File: src/rtl/esc_pwm_multi.sv
// esc_pwm_multi: multi-channel ESC pulse generator on a shared frame timer.
// Ports: clk, rst (sync, active-high), en, sync_mode, wrt[NUM_CH],
//   speed[NUM_CH*SPEED_W] (packed per channel), pwm[NUM_CH],
//   frame_start, pend[NUM_CH] (captured speed awaiting next frame).
module esc_pwm_multi #(
  parameter int NUM_CH    = 4,
  parameter int SPEED_W   = 11,
  parameter int CNT_W     = 17,
  parameter int MIN_PULSE = 6250,
  parameter int GAIN      = 3,
  parameter int PERIOD    = 100000,
  parameter int SPEED_MAX = 2047
) (
  input  logic                      clk,
  input  logic                      rst,
  input  logic                      en,
  input  logic                      sync_mode,
  input  logic [NUM_CH-1:0]         wrt,
  input  logic [NUM_CH*SPEED_W-1:0] speed,
  output logic [NUM_CH-1:0]         pwm,
  output logic                      frame_start,
  output logic [NUM_CH-1:0]         pend
);

  // wide enough that MIN_PULSE + GAIN*speed never overflows
  localparam int WW = SPEED_W + 34;

  localparam logic [CNT_W-1:0] LAST =
    CNT_W'(PERIOD - 1);
  localparam logic [WW-1:0] MIN_W  = WW'(MIN_PULSE);
  localparam logic [WW-1:0] GAIN_W = WW'(GAIN);
  localparam logic [WW-1:0] PER_W  = WW'(PERIOD);
  localparam logic [SPEED_W-1:0] SMAX =
    SPEED_W'(SPEED_MAX);

  // clip, scale, then saturate so the line drops
  // for at least one cycle before the next frame
  function automatic logic [CNT_W-1:0] pulse_w(
    input logic [SPEED_W-1:0] s
  );
    logic [SPEED_W-1:0] c;
    logic [WW-1:0]      w;
    c = (s > SMAX) ? SMAX : s;
    w = MIN_W + GAIN_W * WW'(c);
    if (w >= PER_W) w = PER_W - 1;
    return w[CNT_W-1:0];
  endfunction

  logic [CNT_W-1:0] fcnt;
  logic             mode_q;
  logic             frm0;
  logic             mode_eff;

  assign frm0        = (fcnt == '0);
  assign frame_start = en & frm0 & ~rst;
  // a new mode is already in force on the boundary cycle itself
  assign mode_eff    = frm0 ? sync_mode : mode_q;

  always_ff @(posedge clk) begin
    if (rst)
      fcnt <= '0;
    else if (!en || fcnt == LAST)
      fcnt <= '0;
    else
      fcnt <= fcnt + 1'b1;
  end

  always_ff @(posedge clk) begin
    if (rst)
      mode_q <= 1'b0;
    else if (frm0)
      mode_q <= sync_mode;
  end

  for (genvar i = 0; i < NUM_CH; i++) begin : g_ch
    logic [SPEED_W-1:0] spd_in;
    logic [SPEED_W-1:0] shadow;
    logic [CNT_W-1:0]   hcnt;
    logic [CNT_W-1:0]   w_new;
    logic               start;
    logic               pwm_q;
    logic               pend_q;

    assign spd_in  = speed[i*SPEED_W +: SPEED_W];
    assign pwm[i]  = pwm_q;
    assign pend[i] = pend_q;

    // sync mode fires from the shadow only; immediate
    // mode fires from the live slice on the write
    always_comb begin
      start = 1'b0;
      w_new = pulse_w(shadow);
      if (mode_eff) begin
        start = frame_start;
      end else begin
        start = wrt[i];
        w_new = pulse_w(spd_in);
      end
    end

    always_ff @(posedge clk) begin
      if (rst)
        shadow <= '0;
      else if (wrt[i])
        shadow <= spd_in;
    end

    // a write on the frame_start cycle keeps pend set
    always_ff @(posedge clk) begin
      if (rst)
        pend_q <= 1'b0;
      else if (!mode_eff)
        pend_q <= 1'b0;
      else if (wrt[i])
        pend_q <= 1'b1;
      else if (frame_start)
        pend_q <= 1'b0;
    end

    always_ff @(posedge clk) begin
      if (rst || !en) begin
        pwm_q <= 1'b0;
        hcnt  <= '0;
      end else if (start) begin
        pwm_q <= 1'b1;
        hcnt  <= w_new - 1'b1;
      end else if (pwm_q) begin
        if (hcnt == '0)
          pwm_q <= 1'b0;
        else
          hcnt <= hcnt - 1'b1;
      end
    end
  end

endmodule
File: config.mk
export PLATFORM = sky130hd
export DESIGN_NAME = esc_pwm_multi
export DESIGN_NICKNAME = d
export VERILOG_FILES = /design/src/rtl/esc_pwm_multi.sv
export SDC_FILE = /design/constraint.sdc
export NUM_CORES = 1
export LEC_CHECK = 0
export CAP_MARGIN = 25
export CORE_ASPECT_RATIO = 0.9
export CORE_MARGIN = 2
export CORE_UTILIZATION = 50
export CTS_CLUSTER_DIAMETER = 80
export DETAILED_ROUTE_END_ITERATION = 7
export PLACE_DENSITY_LB_ADDON = 0.3
export SLEW_MARGIN = 20
export SYNTH_ARGS = -nofsm -noshare
export SYNTH_HDL_FRONTEND = slang
export SYNTH_SLANG_ARGS = --single-unit
File: constraint.sdc
create_clock -name clk -period 5.88 [get_ports clk]
set_clock_uncertainty 0.1 [all_clocks]
set_input_delay 1.176 -clock clk [delete_from_list [all_inputs] [get_ports clk]]
set_output_delay 1.176 -clock clk [all_outputs]
set_load 0.01 [all_outputs]
After elaboration in Yosys (flattened, before gate mapping)
Cells that the tools add are included.
Widths: inputs -> output; s select.
{"block": "op_classes", "n_addsub": 17, "n_eq_ne": 5, "bitwise_logic": 4, "n_lt_le_gt_ge": 16, "multipliers": 8, "mux": 54, "n_reduce_logical": 22}
{"operator": "$mux 17", "n": 24}
{"operator": "$ge 14x17->1 const B", "n": 8}
{"operator": "$sub 17x1->17 const B", "n": 8}
{"operator": "$add 13x13->14 const A", "n": 8}
{"operator": "$mul 2x11->13 const A", "n": 8}
{"operator": "$gt 11x11->1 const B", "n": 8}
{"operator": "$mux 11", "n": 8}
{"operator": "$logic_not 17->1", "n": 5}
{"operator": "$mux 1", "n": 22}
{"operator": "$add 17x1->17 const B", "n": 1}
{"operator": "$eq 17x17->1 const B", "n": 1}
{"operator": "$reduce_bool 2->1", "n": 8}
{"operator": "$ne 2x2->1 const B", "n": 4}
{"operator": "$reduce_and 2->1", "n": 4}
{"operator": "$reduce_or 2->1", "n": 2}
{"operator": "$and 1x1->1", "n": 2}
{"operator": "$logic_or 1x1->1", "n": 2}
{"operator": "$not 1->1", "n": 2}
{"operator": "$logic_not 1->1", "n": 1}
{"block": "totals", "wordCells": 144, "register_bits": 138, "input_bits": 52, "out_inout_bits": 9}

Depth between registers and ports, before layout
Gate-level depths: netlist of the first run.
{"block": "depth", "depth_word": 9, "mapped_depth": 18, "depth_no_buf": 18}

Worst setup path before layout of the first run
Ideal clock, no wire load.
{"block": "synth_timing", "path_kind": "input port to flip-flop", "startpoint": "input port speed[1]", "endpoint": "register g_ch[0].hcnt[13]", "path_stages": 17, "required_time_ps": 5658, "setup_slack_ps": 970, "setup_time_ps": 122, "t_arrival_ps": 4688, "path_buffers": 0, "cell_sequence": "ha_1 -> nand2_1 -> a2111oi_0 -> nor2_1 -> ha_1 -> inv_1 -> ha_1 -> a211o_1 -> a2111oi_0 -> o21ba_2 -> xnor2_1 -> nor2_1 -> a2bb2oi_1 -> nand3_1 -> nor3_1 -> nor3_1 -> a311o_1"}
{"block": "synth_between", "elab_chain_len": 9}
{"element": "from (decl)", "line_no": "19", "source": "input logic [NUM_CH*SPEED_W-1:0] speed,"}
{"element": "$gt 11x11->1", "line_no": "43", "source": "c = (s > SMAX) ? SMAX : s;"}
{"element": "$mux 11 (*)", "line_no": "43"}
{"element": "$mul 2x11->13 (*)", "line_no": "44", "source": "w = MIN_W + GAIN_W * WW'(c);"}
{"element": "$add 13x13->14 (*)", "line_no": "44"}
{"element": "$ge 14x17->1", "line_no": "45", "source": "if (w >= PER_W) w = PER_W - 1;"}
{"element": "$mux 17 (*)", "line_no": "45"}
{"element": "$mux 17 (*)", "line_no": "93", "source": "if (mode_eff) begin"}
{"element": "$sub 17x1->17 (*)", "line_no": "126", "source": "hcnt <= w_new - 1'b1;"}
{"element": "$mux 17 (*)", "line_no": "124", "source": "end else if (start) begin"}
{"element": "to (signal assigned)", "line_no": "126"}
{"element": "to (signal assigned)", "line_no": "131", "source": "hcnt <= hcnt - 1'b1;"}
{"element": "to (decl)", "line_no": "78", "source": "logic [CNT_W-1:0] hcnt;"}
Every way passes the cells marked *; elsewhere a longest branch is shown, timed or not.
A chain may end at the register's enable or synchronous reset.

Worst setup path in the final report of the first run
{"block": "layout_timing", "startpoint": "input port speed[42]", "endpoint": "register g_ch[3].hcnt[16]"}
{"block": "layout_between", "elab_chain_len": 9}
{"element": "$gt 11x11->1", "line_no": "43"}
{"element": "$mux 11 (*)", "line_no": "43"}
{"element": "$mul 2x11->13 (*)", "line_no": "44"}
{"element": "$add 13x13->14 (*)", "line_no": "44"}
{"element": "$ge 14x17->1", "line_no": "45"}
{"element": "$mux 17 (*)", "line_no": "45"}
{"element": "$mux 17 (*)", "line_no": "93"}
{"element": "$sub 17x1->17 (*)", "line_no": "126"}
{"element": "$mux 17 (*)", "line_no": "124"}
{"element": "to (signal assigned)", "line_no": "126"}
{"element": "to (signal assigned)", "line_no": "131"}
{"element": "to (decl)", "line_no": "78"}
Marked as above.

==> results by group, run 1 <==
Outcome
  • Status: completed

Die
  • I/O Pins: 61
  • DIE WIDTH: 174.5 µm
  • FP Rows: 56
  • Initial Utilization: 0.5048
  • Total Die Area: about 0.027 mm²
  • Die Y: about 160 µm
  • Area of the core: 0.02592 mm²

Power and ir drop
  • Total power: between 3000 and 4000 µW
  • Static leakage: between 0.006 and 0.007 µW
  • VDD IR max: approximately 180 µV
  • Pwr dens: between 200 and 250 mW/mm²

Critical path
  • Crit start category: input port
  • CP endpoint kind: flip-flop
  • R2R Path End: g_ch[2].hcnt[15]$_SDFFE_PP0P_
  • R2R depth: 16
  • Critical path buffers and inverters: 2
  • Crit path kind: in -> reg
  • Worst path slowest cell: clkdlybuf4s50_1
  • Largest stage delay, worst path: approximately 0.58 ns
  • Worst-path cell chain: clkdlybuf4s50_1 -> nand4_1 -> nor3_1 -> nor2_1 -> ha_1 -> inv_1 -> fa_1 -> a21oi_1 -> nor2b_1 -> nor2_1 -> xnor2_1 -> a22o_1 -> nor4_1 -> nand4_1 -> nor4_1 -> a211o_1 -> a21oi_1
  • Flop2flop setup slack: between 1 and 1.5 ns
  • Worst EP required: roughly 6.1 ns
  • Cell family with most CP delay: simple AND/OR/NAND/NOR gates
  • Arr. time, crit path: around 5.6 ns
  • Crit-path max FO: 6
  • Reg2reg start: g_ch[2].shadow[1]$_SDFFE_PP0P_

STA
  • # setup viols final: 0
  • Worst Max-Slew Pin Slew: 0.9804 ns
  • Tmin final: 5.400 ns
  • Unrepaired setup endpoints after global routing: no
  • Final WS setup: about 0.48 ns
  • Period utilization: 0.9183
  • Final Max Tran Viols: 0
  • Max Freq: approximately 0.19 GHz
  • Slew margin rel.: 0.3395
  • Setup TNS: 0 ns
  • Final hold vios: 0

Synthesis
  • Syn Inst Count: 1,693
  • Top_reg_cell synth: dfxtp_1
  • Yosys cell types: 89
  • EDFF count, synth: 0
  • Asr flop ratio synth: 0
  • Avg Synthesized Cell Area: between 7 and 8 µm²
  • Yosys warnings: 0
  • Yosys reg bits: ~140
  • Post-Syn Area: 0.01309 mm²
  • Syn_nets: 1,925
  • Post-synthesis sequential area ratio: 0.2111

Global route
  • GRT Util Overall: 0.2534
  • Initial antenna violation count: 0
  • Vias in the first global route: between 10k and 15k
  • Global route total overflow: 0
  • Largest net degree at the start of global routing: between 50 and 60
  • Global-route wire length before repair: between 50 and 60 mm

Clock network
  • CTS Hold Bufs: 0
  • Max clock buf depth: 2
  • Postcts setup bufs: 0
  • Clk slew on worst S/H paths: about 0.060 ns
  • Resize count post-CTS: 0
  • Clock root buffer master: clkbuf_16
  • Clk sinks: around 140
  • CTS tree: yes
  • H-Tree Depth: 4
  • Clk Latency, worst-skew pair: 0.43 ns
  • Inserted Clock Buffers: 17

Routing
  • Final wirelength: approximately 35 mm
  • Vias per cell: 5.883
  • WL/cell: 16.91 µm
  • Routed Antenna Nets: 0
  • Via count: about 12k
  • DRT iter0 DRCs: roughly 930
  • Met1 wire length: approximately 16 mm
  • Drt pass-1 iters: 5
  • DRC viols: 0
  • Top sig layer: met4
  • Met3 Wirelength: 2.154 mm
  • Met2 wire len: roughly 15 mm

Worst hold path
  • Min-delay worst type: reg -> reg
  • Worst Hold Launch: g_ch[1].hcnt[7]$_SDFFE_PP0P_
  • Worst hold stages: 2
  • Hold Path End: g_ch[1].hcnt[7]$_SDFFE_PP0P_

Placed design
  • PortBufs: 60
  • GPL Wtd Cong: 0.9062
  • HPWL after DPL: between 20 and 30 mm
  • Placed cell area: about 0.014 mm²
  • Dpl ws: around 0.047 ns
  • Cell count after placement: 2,012

Final layout
  • NumNets Final: around 1.9k
  • Synth-to-Final Area Change: 10.60%
  • Most common cell after layout, fill and taps aside: nor2_1
  • Commonest cells after routing, fill and taps aside: nor2_1, ha_1, inv_1
  • Number of diodes: 0
  • Layout Cells excl Fill: a little over 2k
  • Final instance area: 0.01447 mm²
  • Share of layout cells above drive strength 1: 0.06545

Flow run
  • Maxcap violations: 0
[routing by layer]
| metal | GRT usage | vias to the layer above |
|---|---|---|
| li1 | - | 6031 |
| met1 | 0.3520 | 5591 |
| met2 | 0.4123 | 348 |
| met3 | 0.03285 | 55 |
| met4 | 0.07183 | 0 |
| met5 | 0 | - |
[synth_stat cells (5+ instances only)]
| cell type | count | share of area |
|---|---|---|
| a211o_1 | 10 | 0.0067 |
| a211oi_1 | 41 | 0.024 |
| a21o_1 | 27 | 0.015 |
| a21oi_1 | 94 | 0.036 |
| a22o_1 | 5 | 0.0033 |
| a31o_2 | 5 | 0.0033 |
| a31oi_1 | 15 | 0.0072 |
| and2_1 | 9 | 0.0043 |
| and3_1 | 15 | 0.0072 |
| buf_2 | 7 | 0.0027 |
| buf_4 | 10 | 0.0057 |
| clkbuf_1 | 102 | 0.029 |
| dfxtp_1 | 138 | 0.21 |
| fa_1 | 8 | 0.012 |
| ha_1 | 172 | 0.16 |
| inv_1 | 140 | 0.040 |
| mux2i_1 | 52 | 0.040 |
| nand2_1 | 90 | 0.026 |
| nand2b_1 | 9 | 0.0043 |
| nand3_1 | 61 | 0.023 |
| nand4_1 | 27 | 0.013 |
| nand4b_1 | 6 | 0.0040 |
| nor2_1 | 187 | 0.054 |
| nor2b_1 | 12 | 0.0057 |
| nor3_1 | 52 | 0.020 |
| nor3b_1 | 7 | 0.0040 |
| nor4_1 | 23 | 0.011 |
| o211ai_1 | 16 | 0.0092 |
| o21a_1 | 10 | 0.0057 |
| o21ai_0 | 61 | 0.023 |
| o21ai_1 | 11 | 0.0042 |
| o21bai_1 | 11 | 0.0063 |
| o221a_2 | 6 | 0.0052 |
| o221ai_1 | 7 | 0.0047 |
| o22ai_1 | 6 | 0.0029 |
| or2_2 | 9 | 0.0043 |
| or3_1 | 17 | 0.0081 |
| or4_1 | 6 | 0.0034 |
| xnor2_1 | 67 | 0.045 |
| xor2_1 | 40 | 0.027 |
[through the flow]
stage / hold slack, ns / utilization
final: 0.3837 / 0.5583
after global routing: 0.4020 / 0.5583
after CTS: 0.3805 / 0.5580
after detailed placement: 0.3576 / 0.5350
after global placement: 0.3478 / 0.5350
after floorplan: 0.3356 / -
[power breakdown]
part / leakage [µW] / total, µW / switching (µW) / internal [µW]
sequential: 0.00113 / 1040 / 51.6 / 986
combinational: 0.00498 / 1320 / 760 / 559
clock: 0.000288 / 1110 / 441 / 668
[cell families after synthesis]
kind of cell / count (synthesis) / synth area share
AOI/OAI and AO/OA: 392 / 0.2037
and+or+nand+nor: 559 / 0.2165
adders and majority gates: 180 / 0.1767
buffers and inverters: 264 / 0.07983
muxes: 53 / 0.04063
xor gates and xnor gates: 107 / 0.07161
DFF: 138 / 0.2111
[worst max path at each step]
stage                     startpoint  cells past startpoint  slack, ns                             to
final                      speed[42]                     17       0.48  g_ch[3].hcnt[16]$_SDFFE_PP0P_
after global routing        speed[1]                     18       0.07  g_ch[0].hcnt[13]$_SDFFE_PP0P_
after CTS                   speed[1]                     18       0.47  g_ch[0].hcnt[13]$_SDFFE_PP0P_
after detailed placement    speed[1]                     18       0.05  g_ch[0].hcnt[13]$_SDFFE_PP0P_
after global placement      speed[1]                     18       0.14  g_ch[0].hcnt[13]$_SDFFE_PP0P_
after floorplan             speed[1]                     17       0.97  g_ch[0].hcnt[13]$_SDFFE_PP0P_
[registers in the layout (all words and copies together) (netlist names)]
register     flops
fcnt            17
g_ch.hcnt       68
g_ch.pend_q      4
g_ch.pwm_q       4
g_ch.shadow     44
mode_q           1
[area by class of cell]
cell class	count	area (µm²)
clock buffers	21	480.5
clock inverters	10	115.1
fillers	2431	11450
inverters	140	525.5
multi-input cells	1291	9289
flip-flops and latches	138	2763
well taps	348	435.4
repair buffers	96	865.8
[tightest hold or removal path, cell delays in order, from the launching register on]
cell and delay, ns:
dfxtp_1 0.32, nand2_1 0.06, a21oi_1 0.05
No activity file was read; power rests on OpenSTA's default activity.
==> run 2, diff against run 1 <==
Settings changed: PLACE_DENSITY set to 0.74, PLACE_DENSITY_LB_ADDON 0.3 to unset.
==> results by group, run 2 (synthesis gave the netlist of run 1 again) <==
Outcome
  • Status: completed

Clock network
  • CTS Hold Bufs: 0 (unchanged)
  • Clock root buffer master: clkbuf_16
  • Max clock buf depth: 2 (unchanged)
  • CTS tree: yes
  • Clk slew on worst S/H paths: 0.07 ns (about the same)
  • H-Tree Depth: 4 (unchanged)
  • Postcts setup bufs: 0 (unchanged)
  • Inserted Clock Buffers: 17 (unchanged)
  • Clk Latency, worst-skew pair: 0.45 ns (+0.02 ns)
  • Resize count post-CTS: 0 (unchanged)
  • Clk sinks: 138 (unchanged)

Power and ir drop
  • VDD IR max: 192.0 µV (+9.2%)
  • Total power: 3437 µW (-0.82%)
  • Pwr dens: 238.3 mW/mm² (-0.44%)
  • Static leakage: 0.006362 µW (-0.54%)

Die
  • I/O Pins: 61 (unchanged)
  • DIE WIDTH: 174.5 µm (unchanged)
  • FP Rows: 56 (unchanged)
  • Initial Utilization: 0.5048 (unchanged)
  • Area of the core: 0.02592 mm² (unchanged)
  • Die Y: 157.5 µm (unchanged)
  • Total Die Area: 0.02748 mm² (unchanged)

Final layout
  • Biggest regs: g_ch.hcnt x68, g_ch.shadow x44, fcnt x17
  • NumNets Final: 1,910 (-0.31%)
  • Share of layout cells above drive strength 1: 0.06387 (-0.001581)
  • Number of diodes: 0 (unchanged)
  • Flip-flop count of the largest register after layout: 68 (unchanged)
  • Fill cell count: 2,388 (-1.8%)
  • Synth-to-Final Area Change: 10.18%
  • Final core occ: 0.5562 (-0.002123)
  • Top reg by flops: g_ch.hcnt
  • Commonest cells after routing, fill and taps aside: nor2_1, ha_1, inv_1
  • Most common cell after layout, fill and taps aside: nor2_1
  • Final instance area: 0.01442 mm² (-0.38%)

STA
  • Worst Max-Slew Pin Slew: 0.9012 ns (-0.07916 ns)
  • Setup TNS: 0 ns (unchanged)
  • Final Max Tran Viols: 0 (unchanged)
  • Final hold vios: 0 (unchanged)
  • Unrepaired setup endpoints after global routing: no
  • # setup viols final: 0 (unchanged)
  • Max Freq: 0.1860 GHz (+0.42%)
  • Period utilization: 0.9144 (-0.003885)
  • Tmin final: 5.377 ns (-0.02285 ns)
  • Final WS setup: 0.5031 ns (+0.02284 ns)
  • Slew margin rel.: 0.3992 (+0.05968)

Routing
  • DRC viols: 0 (unchanged)
  • Final wirelength: 34.09 mm (-1.4%)
  • Vias per cell: 5.951 (+1.2%)
  • WL/cell: 16.72 µm (-1.1%)
  • DRT iter0 DRCs: 952 (+2.7%)
  • Via count: 12.14k (+0.91%)
  • Routed Antenna Nets: 0 (unchanged)
  • Drt pass-1 iters: 7 (+2)

Critical path
  • Arr. time, crit path: 5.61 ns (+0.03 ns)
  • Crit-path max FO: 6 (unchanged)
  • Worst EP required: 6.12 ns (+0.06 ns)
  • Crit path kind: in -> reg
  • CP endpoint kind: flip-flop
  • Crit start category: input port

Global route
  • Global-route wire length before repair: 56.10 mm (-1.4%)
  • GRT Util Overall: 0.2508 (-0.002579)
  • Global route total overflow: 0 (unchanged)
  • Vias in the first global route: 11.47k (+0.17%)
  • Initial antenna violation count: 0 (unchanged)
  • Largest net degree at the start of global routing: 53 (unchanged)

Placed design
  • PortBufs: 60 (unchanged)
  • Dpl ws: -0.05239 ns (-0.09980 ns)
  • Placed cell area: 0.01383 mm² (-0.27%)
  • HPWL after DPL: 25.88 mm (-2.4%)
  • GPL Wtd Cong: 0.9379 (+3.5%)

Flow run
  • Maxcap violations: 0 (unchanged)

Worst hold path
  • Min-delay worst type: reg -> reg
[run 2: cell count changes in the layout (fill, tap and decap cells not counted)]
cell / delta
o21ai_1: -1
buf_4: -6
o21ai_2: +1
clkinv_2: +2
nor3_2: +1
clkinv_4: +3
nor3_1: -1
clkbuf_8: -4
[run 2: area by class of cell]
class | count | area, µm² | area share
sequential | 138 | 2763 | 0.1916
multi-input combinational | 1291 | 9298 | 0.6448
timing repair buffer | 90 | 820.8 | 0.05692
clock buffer | 17 | 425.4 | 0.02950
inverter | 140 | 525.5 | 0.03645
tap | 348 | 435.4 | 0.03020
clock inverter | 15 | 151.4 | 0.01050
[run 2: per-layer routing]
| metal | global-route usage | part of all wire |
|---|---|---|
| met1 | 0.3318 | 0.47 |
| met3 | 0.05097 | 0.069 |
| met2 | 0.4091 | 0.44 |
| met4 | 0.08373 | 0.022 |
| met5 | 0 | 0 |
[run 2: final timing paths]
| kind | slack, ns | to | start | cells after the start |
|---|---|---|---|---|
| max reg2reg | 1.24 | g_ch[0].hcnt[16]$_SDFFE_PP0P_ | fcnt[0]$_SDFF_PP0_ | 15 |
| min | 0.38 | g_ch[1].hcnt[5]$_SDFFE_PP0P_ | g_ch[1].hcnt[5]$_SDFFE_PP0P_ | 2 |
| max | 0.50 | g_ch[0].hcnt[13]$_SDFFE_PP0P_ | speed[2] | 18 |
| min reg2reg | 0.38 | g_ch[1].hcnt[5]$_SDFFE_PP0P_ | g_ch[1].hcnt[5]$_SDFFE_PP0P_ | 2 |
[run 2: worst max-delay path, cell delays in order]
cell	delay (ns)
clkdlybuf4s50_1	0.57
ha_1	0.18
nand2_1	0.05
a2111oi_1	0.46
nor2_1	0.10
ha_1	0.29
inv_1	0.06
fa_1	0.46
a21oi_1	0.27
o2111ai_1	0.18
xor2_1	0.17
nor3_1	0.14
a211oi_1	0.11
nor4b_2	0.41
nand3_1	0.25
nor3_2	0.32
nor3_1	0.10
a311o_1	0.33
[run 2: where the power goes]
| group | switching (µW) | leakage (µW) | internal (µW) |
|---|---|---|---|
| clock network | 468 | 0.000279 | 624 |
| registers | 50.5 | 0.00113 | 985 |
| logic | 755 | 0.00496 | 554 |
| total | 1270 | 0.00636 | 2160 |
[run 2: stage by stage]
step,hold WS (ns),std cells
2_1_floorplan,0.3356,1693
3_3_place_gp,0.3560,2007
3_5_place_dp,0.3676,2007
4_1_cts,0.3779,2039
5_1_grt,0.4023,2039
6_report,0.3781,2039
==> run 3, diff against run 2 <==
Settings changed: RECOVER_POWER set to 25.
Clock period 5.88 ns to 5.84 ns, I/O delays scaled along.
==> results by group, run 3 (synthesis gave the netlist of run 1 again) <==
Final layout
  • Biggest regs: g_ch.hcnt x68, g_ch.shadow x44, fcnt x17
  • Top reg by flops: g_ch.hcnt
  • Synth-to-Final Area Change: 11.18%
  • Number of diodes: 0 (unchanged)
  • Share of layout cells above drive strength 1: 0.06588 (+0.002015)
  • Most common cell after layout, fill and taps aside: nor2_1
  • Flip-flop count of the largest register after layout: 68 (unchanged)
  • Layout Cells excl Fill: 2,048 (+0.44%)
  • Fill cell count: 2,376 (-0.50%)
  • Commonest cells after routing, fill and taps aside: nor2_1, ha_1, inv_1
  • NumNets Final: 1,919 (+0.47%)

Die
  • DIE WIDTH: 174.5 µm (unchanged)
  • Initial Utilization: 0.5048 (unchanged)
  • Die Y: 157.5 µm (unchanged)
  • Area of the core: 0.02592 mm² (unchanged)
  • Total Die Area: 0.02748 mm² (unchanged)
  • I/O Pins: 61 (unchanged)
  • FP Rows: 56 (unchanged)

Placed design
  • Cell count after placement: 2,016 (+0.45%)
  • Dpl ws: -0.009478 ns (+0.04291 ns)
  • HPWL after DPL: 26.84 mm (+3.7%)
  • PortBufs: 60 (unchanged)
  • GPL Wtd Cong: 0.9185 (-2.1%)

Critical path
  • Crit start category: input port
  • Arr. time, crit path: 5.64 ns (+0.03 ns)
  • Worst EP required: 6.07 ns (-0.05 ns)
  • CP endpoint kind: flip-flop
  • Crit path kind: in -> reg
  • Crit-path max FO: 4 (-2)

Routing
  • Drt pass-1 iters: 5 (-2)
  • Routed Antenna Nets: 0 (unchanged)
  • DRT iter0 DRCs: 903 (-5.1%)
  • WL/cell: 17.12 µm (+2.4%)
  • Final wirelength: 35.07 mm (+2.9%)
  • DRC viols: 0 (unchanged)
  • Vias per cell: 5.967 (+0.27%)
  • Via count: 12.22k (+0.71%)

STA
  • Tmin final: roughly 5.4 ns
  • # setup viols final: 0 (unchanged)
  • Final Max Tran Viols: 0 (unchanged)
  • Final WS setup: 0.4316 ns (-0.07155 ns)
  • Period utilization: 0.9261
  • Final hold vios: 0 (unchanged)
  • Max Freq: between 0.15 and 0.2 GHz
  • Slew margin rel.: 0.1046 (-0.2946)
  • Worst Max-Slew Pin Slew: 1.343 ns (+0.4419 ns)

Clock network
  • Clk slew on worst S/H paths: 0.06 ns (about the same)
  • Max clock buf depth: 2 (unchanged)
  • Clock root buffer master: clkbuf_16
  • Clk sinks: 138 (unchanged)
  • H-Tree Depth: 4 (unchanged)
  • Postcts setup bufs: 0 (unchanged)
  • Inserted Clock Buffers: 17 (unchanged)
  • Clk Latency, worst-skew pair: 0.44 ns (about the same)
  • CTS tree: yes

Outcome
  • Status: completed

Power and ir drop
  • Comb pwr share: 0.368 (-0.013)
  • Static leakage: 0.006435 µW (+1.1%)
  • VDD IR max: 252.1 µV (+31%)
  • Register share of total power: 0.288 (-0.013)
  • Sw Pwr: 1303 µW (+2.3%)
  • Clock power share: 0.344 (+0.026)
  • Switching part of the total power: 0.3591 (-0.01156)
  • Pwr dens: 249.4 mW/mm² (+4.6%)
  • Cell internal pwr: 2325 µW (+7.5%)

Global route
  • Initial antenna violation count: 0 (unchanged)
  • Global-route wire length before repair: 58.30 mm (+3.9%)
  • GRT Util Overall: 0.2584 (+0.007571)
  • Vias in the first global route: 11.83k (+3.2%)
  • Largest net degree at the start of global routing: 53 (unchanged)
  • Global route total overflow: 0 (unchanged)

Flow run
  • Maxcap violations: 0 (unchanged)

Worst hold path
  • Min-delay worst type: reg -> reg
-- run 3: cell types whose count changed in the layout (fill, tap and decap cells not counted) --
cell             change
nor3_2               -1
clkdlybuf4s50_1      -4
clkinvlp_4           -3
inv_6                +4
nor3_1               +1
dlygate4sd3_1        +4
buf_4                +5
bufinv_16            +3
clkbuf_1             +4
clkinv_2             -4
-- run 3: final cells by class --
type                       instances  area [µm²]  area share
multi-input combinational       1291        9293      0.6387
timing repair buffer              99       873.3     0.06003
clock inverter                    15       234.0     0.01608
inverter                         140       525.5     0.03612
sequential                       138        2763      0.1899
clock buffer                      17       425.4     0.02924
tap                              348       435.4     0.02993
-- run 3: power by group through the flow --
| stage | Clock, µW | Sequential (µW) | Combinational [µW] |
|---|---|---|---|
| detailed placement | 0 | 1060 | 1310 |
| global placement | 0 | 1060 | 1280 |
| finish | 1250 | 1040 | 1340 |
| CTS | 1260 | 1040 | 1320 |
| global route | 1300 | 1050 | 1490 |
| floorplan | 0 | 1040 | 1000 |
-- run 3: worst max-delay path: stages --
cell,delay (ns)
clkdlybuf4s50_1,0.49
ha_1,0.15
nand2_1,0.06
a2111oi_1,0.49
nor2_1,0.09
ha_1,0.29
inv_1,0.06
fa_1,0.46
a21oi_1,0.26
o2111ai_1,0.18
xor2_1,0.16
nor3_1,0.14
a211oi_1,0.12
nor4b_2,0.46
nand3_1,0.20
nor3_1,0.43
nor3_1,0.12
a311o_1,0.32
-- run 3: final timing paths --
kind	from	slack (ns)	endpoint	cells past startpoint
setup / recovery	speed[1]	0.43	g_ch[0].hcnt[13]$_SDFFE_PP0P_	18
hold / removal	g_ch[1].hcnt[16]$_SDFFE_PP0P_	0.38	g_ch[1].hcnt[16]$_SDFFE_PP0P_	2
setup reg to reg	fcnt[0]$_SDFF_PP0_	1.23	g_ch[3].hcnt[16]$_SDFFE_PP0P_	12
hold reg to reg	g_ch[1].hcnt[16]$_SDFFE_PP0P_	0.38	g_ch[1].hcnt[16]$_SDFFE_PP0P_	2
-- run 3: through the flow --
step           cell area, µm²  utilization   TNS (ns)  hold slack [ns]  power [µW]
2_1_floorplan           13090            -          0           0.3356        2044
3_3_place_gp            13900       0.5361          0           0.3497        2344
3_5_place_dp            13900       0.5361  -0.009478           0.3632        2370
4_1_cts                 14560       0.5616          0           0.3750        3620
5_1_grt                 14550       0.5612  -0.003782           0.3939        3834
6_report                14550       0.5612          0           0.3761        3628
-- run 3: timing repair --
item | in CTS | in global routing
gates resized for setup | 0 | 1
hold buffers | 0 | 0
endpoints found under the setup margin | 0 | 4
-- run 3: routing by layer --
layer / wire length [µm] / vias to the layer above / global-route usage
li1: - / 6041 / -
met1: 16240 / 5755 / 0.3442
met2: 15720 / 375 / 0.4284
met3: 2462 / 50 / 0.04879
met4: 639 / 0 / 0.07143
met5: 0 / - / 0
